File: src/rtl/alu_share_arb.sv
// Round-robin arbiter/sequencer that time-shares one ALU32 between two requesters.
// Optional macro ALU_SHARE_ILLEGAL_OP_EN: illegal opcodes bypass the ALU and return rsp_err.
module alu_share_arb #(
  parameter int XLEN = 32
) (
  input  logic            clk,
  input  logic            rst,
  input  logic            req0_valid,
  output logic            req0_ready,
  input  logic [3:0]      req0_op,
  input  logic [XLEN-1:0] req0_a,
  input  logic [XLEN-1:0] req0_b,
  input  logic            req1_valid,
  output logic            req1_ready,
  input  logic [3:0]      req1_op,
  input  logic [XLEN-1:0] req1_a,
  input  logic [XLEN-1:0] req1_b,
  output logic [XLEN-1:0] alu_in0,
  output logic [XLEN-1:0] alu_in1,
  output logic [3:0]      alu_op,
  input  logic [XLEN-1:0] alu_out,
  input  logic            alu_of,
  output logic            rsp_valid,
  input  logic            rsp_ready,
  output logic            rsp_id,
  output logic [XLEN-1:0] rsp_data,
  output logic            rsp_of,
  output logic            rsp_zero,
  output logic            rsp_err
);

  typedef enum logic [1:0] {
    ST_IDLE = 2'd0,
    ST_EXEC = 2'd1,
    ST_RESP = 2'd2
  } state_t;

  localparam logic [3:0] OP_ADD = 4'b0100;
  localparam logic [3:0] OP_SUB = 4'b0101;

  // Handshakes: a request transfers on the rising edge where reqN_valid && reqN_ready;
  // the response transfers where rsp_valid && rsp_ready, and rsp_* hold until then.

  state_t          state_q, state_d;
  logic            ptr_q, ptr_d;
  logic            id_q, id_d;
  logic [3:0]      alu_op_q, alu_op_d;
  logic [XLEN-1:0] alu_in0_q, alu_in0_d;
  logic [XLEN-1:0] alu_in1_q, alu_in1_d;
  logic            rsp_valid_q, rsp_valid_d;
  logic [XLEN-1:0] rsp_data_q, rsp_data_d;
  logic            rsp_of_q, rsp_of_d;
  logic            rsp_zero_q, rsp_zero_d;

  logic            grant0, grant1;
  logic            accept;
  logic            acc_id;
  logic [3:0]      acc_op;
  logic [XLEN-1:0] acc_a, acc_b;
  logic            acc_illegal;

  // Both valid: the pointer picks; a lone requester always wins.
  always_comb begin
    grant0 = req0_valid & (~req1_valid | ~ptr_q);
    grant1 = req1_valid & (~req0_valid |  ptr_q);
  end

  always_comb begin
    accept = req0_ready | req1_ready;
    acc_id = req1_ready;
    acc_op = req1_ready ? req1_op : req0_op;
    acc_a  = req1_ready ? req1_a  : req0_a;
    acc_b  = req1_ready ? req1_b  : req0_b;
  end

`ifdef ALU_SHARE_ILLEGAL_OP_EN
  logic rsp_err_q, rsp_err_d;

  always_comb begin
    case (acc_op)
      4'b0001, 4'b0010, 4'b0011, 4'b0100, 4'b0101, 4'b0110, 4'b0111,
      4'b1000, 4'b1001, 4'b1100, 4'b1101: acc_illegal = 1'b0;
      default:                            acc_illegal = 1'b1;
    endcase
  end
`else
  always_comb acc_illegal = 1'b0;
`endif

  // FSM: state register
  always_ff @(posedge clk) begin
    if (rst) begin
      state_q <= ST_IDLE;
    end else begin
      state_q <= state_d;
    end
  end

  // FSM: next state
  always_comb begin
    state_d = state_q;
    case (state_q)
      ST_IDLE: if (accept) state_d = acc_illegal ? ST_RESP : ST_EXEC;
      ST_EXEC: state_d = ST_RESP;
      ST_RESP: if (rsp_ready) state_d = ST_IDLE;
      default: state_d = ST_IDLE;
    endcase
  end

  // FSM: outputs
  always_comb begin
    req0_ready = (state_q == ST_IDLE) & grant0 & ~rst;
    req1_ready = (state_q == ST_IDLE) & grant1 & ~rst;
  end

  always_comb begin
    ptr_d       = ptr_q;
    id_d        = id_q;
    alu_op_d    = alu_op_q;
    alu_in0_d   = alu_in0_q;
    alu_in1_d   = alu_in1_q;
    rsp_valid_d = rsp_valid_q;
    rsp_data_d  = rsp_data_q;
    rsp_of_d    = rsp_of_q;
    rsp_zero_d  = rsp_zero_q;
`ifdef ALU_SHARE_ILLEGAL_OP_EN
    rsp_err_d   = rsp_err_q;
`endif
    case (state_q)
      ST_IDLE: begin
        if (accept) begin
          ptr_d = ~acc_id;
          id_d  = acc_id;
          if (acc_illegal) begin
            // Illegal op: answer immediately, leaving the ALU inputs untouched.
            rsp_valid_d = 1'b1;
            rsp_data_d  = '0;
            rsp_of_d    = 1'b0;
            rsp_zero_d  = 1'b0;
`ifdef ALU_SHARE_ILLEGAL_OP_EN
            rsp_err_d   = 1'b1;
`endif
          end else begin
            alu_op_d  = acc_op;
            alu_in0_d = acc_a;
            alu_in1_d = acc_b;
          end
        end
      end
      ST_EXEC: begin
        // Flags are qualified by opcode; zero is only meaningful for a compare/subtract.
        rsp_valid_d = 1'b1;
        rsp_data_d  = alu_out;
        rsp_of_d    = alu_of & ((alu_op_q == OP_ADD) | (alu_op_q == OP_SUB));
        rsp_zero_d  = (alu_op_q == OP_SUB) & (alu_out == '0);
`ifdef ALU_SHARE_ILLEGAL_OP_EN
        rsp_err_d   = 1'b0;
`endif
      end
      ST_RESP: begin
        if (rsp_ready) rsp_valid_d = 1'b0;
      end
      default: ;
    endcase
  end

  always_ff @(posedge clk) begin
    if (rst) begin
      ptr_q       <= 1'b0;
      id_q        <= 1'b0;
      alu_op_q    <= 4'b0000;
      alu_in0_q   <= '0;
      alu_in1_q   <= '0;
      rsp_valid_q <= 1'b0;
      rsp_data_q  <= '0;
      rsp_of_q    <= 1'b0;
      rsp_zero_q  <= 1'b0;
`ifdef ALU_SHARE_ILLEGAL_OP_EN
      rsp_err_q   <= 1'b0;
`endif
    end else begin
      ptr_q       <= ptr_d;
      id_q        <= id_d;
      alu_op_q    <= alu_op_d;
      alu_in0_q   <= alu_in0_d;
      alu_in1_q   <= alu_in1_d;
      rsp_valid_q <= rsp_valid_d;
      rsp_data_q  <= rsp_data_d;
      rsp_of_q    <= rsp_of_d;
      rsp_zero_q  <= rsp_zero_d;
`ifdef ALU_SHARE_ILLEGAL_OP_EN
      rsp_err_q   <= rsp_err_d;
`endif
    end
  end

  assign alu_op    = alu_op_q;
  assign alu_in0   = alu_in0_q;
  assign alu_in1   = alu_in1_q;
  assign rsp_valid = rsp_valid_q;
  assign rsp_id    = id_q;
  assign rsp_data  = rsp_data_q;
  assign rsp_of    = rsp_of_q;
  assign rsp_zero  = rsp_zero_q;
`ifdef ALU_SHARE_ILLEGAL_OP_EN
  assign rsp_err   = rsp_err_q;
`else
  assign rsp_err   = 1'b0;
`endif

endmodule

File: config.mk
export PLATFORM = sky130hd
export DESIGN_NAME = alu_share_arb
export DESIGN_NICKNAME = d
export VERILOG_FILES = /design/src/rtl/alu_share_arb.sv
export SDC_FILE = /design/constraint.sdc
export NUM_CORES = 1
export LEC_CHECK = 0
export ABC_CLOCK_PERIOD_IN_PS = 1800
export CORE_AREA = 2 2 108 110
export DETAILED_ROUTE_END_ITERATION = 8
export DIE_AREA = 0 0 110 112
export DONT_BUFFER_PORTS = 1
export GPL_TIMING_DRIVEN = 0
export HOLD_SLACK_MARGIN = 0.12
export PLACE_DENSITY = 0.65
export SYNTH_ARGS = -nofsm -noshare
export SYNTH_HDL_FRONTEND = slang
export SYNTH_SLANG_ARGS = --single-unit
File: constraint.sdc
create_clock -name clk -period 1.8 [get_ports clk]
set_clock_uncertainty 0.15 [all_clocks]
set_input_delay 0.36 -clock clk [delete_from_list [all_inputs] [get_ports clk]]
set_output_delay 0.36 -clock clk [all_outputs]
set_load 0.02 [all_outputs]
==> results of run 1 <==
[synthesized netlist by cell type (2+ instances only)]
library cell	instances
clkbuf_1	21
a21oi_1	33
dfxtp_1	107
buf_1	4
a311oi_1	68
inv_2	2
nand3b_1	2
nor4_1	7
buf_4	2
nand2_1	202
nor2_1	72
nand2b_1	3
nand3_1	3
buf_2	23
[metrics by stage]
stage | hold slack, ps | TNS (ps) | worst slack, ps | instance area (sq um) | util (%)
floorplan | 326.3 | 0 | 39.45 | 4368 | -
global placement | 348.4 | -13570 | -325.8 | 4547 | 40.69
detailed placement | 356.9 | -18250 | -327.2 | 4547 | 40.69
[kinds of logic after synthesis]
family          synth area share (%)
flops                          49.04
compound gates                 17.99
other cells                  0.08585
simple gates                   27.59
buf+inv                        5.299
==> metrics.yaml, run 1 <==
placed_design:
  placed_cells: 705
  place_congestion: 0.8788
  io_buffer_count: 0
  place.detailed.hpwl_um: 10910
outcome:
  stop_error: "[ERROR RSZ-0060] Max buffer count reached."
  lastStage: "4_1_cts"
  status: "did not finish"
synth:
  synthCells: 562
  synth_top_cell_area_share_pct: 49.04
  ys_seq_area_share_pct: 49.04
  netlist_area_sq_um: 4368
  synth_edf_count: 0
  synthTopCellsByArea: "dfxtp_1 (49%), nand2_1 (17%), a311oi_1 (14%)"
  ys.flop_type: "dfxtp_1"
  syn_avg_cell_area_sq_um: 7.772
  yosysUniqueCellTypes: 27
  ys_warn_count: 0
  synth-seq-cells: 107
  yosys.area.top_type: "dfxtp_1"
  syn_nets: 736
  synth-async-reset-ratio_pct: 0
clocking:
  cts_buffers: 9
  cts_root_buf: "clkbuf_16"
  clockBufferDepth: 2
  cts_resized: 34
  cts.sinks: 107
  hold_buffers: 146
  htreeDepth: 3
  postCtsSetupBuffers: 7
floorplanning:
  boundaryPins: 281
  die_x_um: 110
  initial_utilization_pct: 39.09
  fp.dieH_um: 112
  rows: 39
==> run 2, diff against run 1 <==
--- a/config.mk
+++ b/config.mk
@@ -11,8 +11,7 @@
 export DIE_AREA = 0 0 110 112
 export DONT_BUFFER_PORTS = 1
 export GPL_TIMING_DRIVEN = 0
-export HOLD_SLACK_MARGIN = 0.12
-export PLACE_DENSITY = 0.65
+export PLACE_DENSITY_LB_ADDON = 0.15
 export SYNTH_ARGS = -nofsm -noshare
 export SYNTH_HDL_FRONTEND = slang
 export SYNTH_SLANG_ARGS = --single-unit
==> metrics.yaml, run 2 <==
cells_and_area:
  syn_to_final_growth_pct: 28.13
  num_antenna_cells: 0
  final_common_cell: "nand2_1"
  design_area_sq_um: 5597
  drive_above_1_share_pct: 17.46
  fin_nets: 782
  final_cell_mix: "nand2_1 (201), dfxtp_1 (105), nor2_1 (59), a311oi_1 (37), a21oi_1 (33)"
  fill_cells: 1100
worst_setup_path:
  required_ps: 1290
  cpMaxStageDelayCell: "dfxtp_4"
  worstPathArrival_ps: 1320
  worstSetupEndpointType: "output pin"
  worstSetupStartpointType: "flip-flop"
  critical_path_buf_inv_count: 2
  critPathMaxStageDelay_ps: 350
  r2r-start: "state_q[0]$_SDFFE_PP0P_"
  crit_start: "state_q[0]$_SDFFE_PP0P_"
  crit_chain: "nor3_4 -> nand3_2 -> buf_12 -> clkinv_8"
  critPathKind: "flip-flop to output pin"
  crit_path_max_fanout: 2
  cp_top_family: "simple AND/OR/NAND/NOR gates"
floorplanning:
  coreArea_sq_um: 11170
  rows: 39
  die_x_um: 110
  boundaryPins: 281
  initial_utilization_pct: 39.09
  fp.dieH_um: 112
  die_area_sq_um: 12320
synth:
  synth_top_cell_area_share_pct: 49.04
  netlist_area_sq_um: 4368
  ys_warn_count: 0
  synth-seq-cells: 107
  synth_edf_count: 0
  syn_nets: 736
  synthTopCellsByArea: "dfxtp_1 (49%), nand2_1 (17%), a311oi_1 (14%)"
  yosysUniqueCellTypes: 27
  synthCells: 562
  yosys.area.top_type: "dfxtp_1"
  ys.flop_type: "dfxtp_1"
  synth-async-reset-ratio_pct: 0
  yosysMostFrequentCell: "nand2_1"
  ys_seq_area_share_pct: 49.04
  syn_avg_cell_area_sq_um: 7.772
  synth_commonest_cells: "nand2_1 (202), dfxtp_1 (107), nor2_1 (72), a311oi_1 (68), a21oi_1 (33)"
placed_design:
  io_buffer_count: 0
  place.detailed.hpwl_um: 10710
  place_congestion: 0.7819
  place_area_sq_um: 4547
  pre_cts_slack_ps: -269.7
global_routing:
  grt_pass1_vias: 4239
  overflow: 0
  grt_pass1_wl_um: 21870
  grt_usage_pct: 22.78
  busiest_layer: "met2"
  grt_antenna_before_repair: 0
  grtUsageMet1_pct: 26.78
  use_met3_pct: 5.679
  use_met2_pct: 39.84
  grt_max_degree: 20
clocking:
  cts_buffers: 9
  cts.sinks: 107
  htreeDepth: 3
  cts_tree: "yes"
  cts_root_buf: "clkbuf_16"
  insertion_delay_ps: 340
  clk_pin_slew_worst_paths_ps: 70
  clockBufferDepth: 2
timing:
  hold_viol_final: 0
  fmax_mhz: 545.4
  rsz0062_at_grt: "true"
  layout_min_cycle_time_ps: 1834
  setup_viol: 2
  tightest_slew_ps: 691.1
  period_share_pct: 101.9
  maxSlewViolCount: 0
  layout_setup_ws_ps: -33.61
  slew-limit-headroom_pct: 53.93
power_and_ir_drop:
  leakage_nw: 1.938
  finalPower_mw: 5.707
  peakVddDrop_mv: 0.4904
  p_per_area_nw_per_um2: 1020
flow_run:
  max_cap_violations: 0
outcome:
  violations: "setup timing"
  status: "complete, but fails checks"
hold_path:
  hp-start: "alu_of"
  hold_class: "primary input to flip-flop"
routing:
  drt_first_pass_iters: 4
  finalWirelength_um: 14790
  wl_per_cell_um: 19.57
  vias: 4250
  postRouteAntennaNets: 0
  vias_per_cell: 5.622
  drc_errors: 0
  drtIter0Drc: 205
==> run 2: cell counts after synthesis <==
Identical to the previous run, type by type.
==> run 2: worst register-to-register path: cells and delay by family, from the launching register on <==
family                 cells  cell delay (ps)
AND/OR/NAND/NOR            3              500
buffers and inverters      3              370
flip-flops                 1              350
AO/OA/AOI/OAI              1              290
==> run 2: what timing repair did <==
action,in CTS,in global routing
setup endpoints to repair,70,71
cloned,1,0
pin swaps,3,4
gates resized for setup,40,77
endpoints found under the hold margin,30,1
hold buffers,30,1
buffers inserted,7,0
==> run 2: layer usage <==
| layer | vias up | part of all wire, % |
|---|---|---|
| met5 | - | 0 |
| met4 | 0 | 1.4 |
| met3 | 20 | 9.3 |
| met2 | 194 | 51 |
| met1 | 2017 | 39 |
| li1 | 2019 | - |
==> run 2: kinds of logic (layout without fill, tap and decap cells) <==
group,count (synthesis),count (layout),synth area share (%)
flip-flops,107,107,49.04
buffers and inverters,52,103,5.299
other,1,1,0.08585
AO/OA/AOI/OAI,105,105,17.99
AND/OR/NAND/NOR,297,297,27.59
==> run 2: power breakdown <==
part / total (mW) / internal [mW] / switching [mW] / leakage [nW]
logic: 0.859 / 0.373 / 0.486 / 0.928
registers: 3.01 / 2.59 / 0.428 / 0.878
clock network: 1.83 / 0.940 / 0.893 / 0.133
==> run 2: final cells by class <==
| type | instances | area [sq um] | area share (%) |
|---|---|---|---|
| plain buffers | 47 | 357.8 | 6.394 |
| clock buffers | 10 | 229.0 | 4.091 |
| clock inverters | 6 | 40.04 | 0.7154 |
| inverters | 2 | 27.53 | 0.4918 |
| multi-input cells | 403 | 2237 | 39.97 |
| flip-flops and latches | 107 | 2147 | 38.36 |
| well taps | 143 | 178.9 | 3.197 |
| repair buffers | 38 | 379.1 | 6.774 |
==> run 2: path summary, 6_finish.rpt <==
path / endpoint / slack (ps) / cells past startpoint
hold reg to reg: ptr_q$_SDFFE_PP0P_ / 370 / 2
setup / recovery: req1_ready / -30 / 4
setup reg to reg: alu_in1[8]$_SDFFE_PP0P_ / 30 / 7
hold / removal: rsp_of$_SDFFE_PP0P_ / 20 / 2
==> run 2: stage by stage <==
stage,hold WS (ps),utilization (%),setup TNS (ps),instances
final,20.75,50.08,-65.57,756
after global routing,10.10,50.08,-667.0,756
after CTS,1.373,47.69,-145.5,757
after detailed placement,353.8,40.69,-16540,705
after global placement,347.7,40.69,-11530,705
after floorplan,326.3,-,0,562
Power figures use the tool's default switching activity.
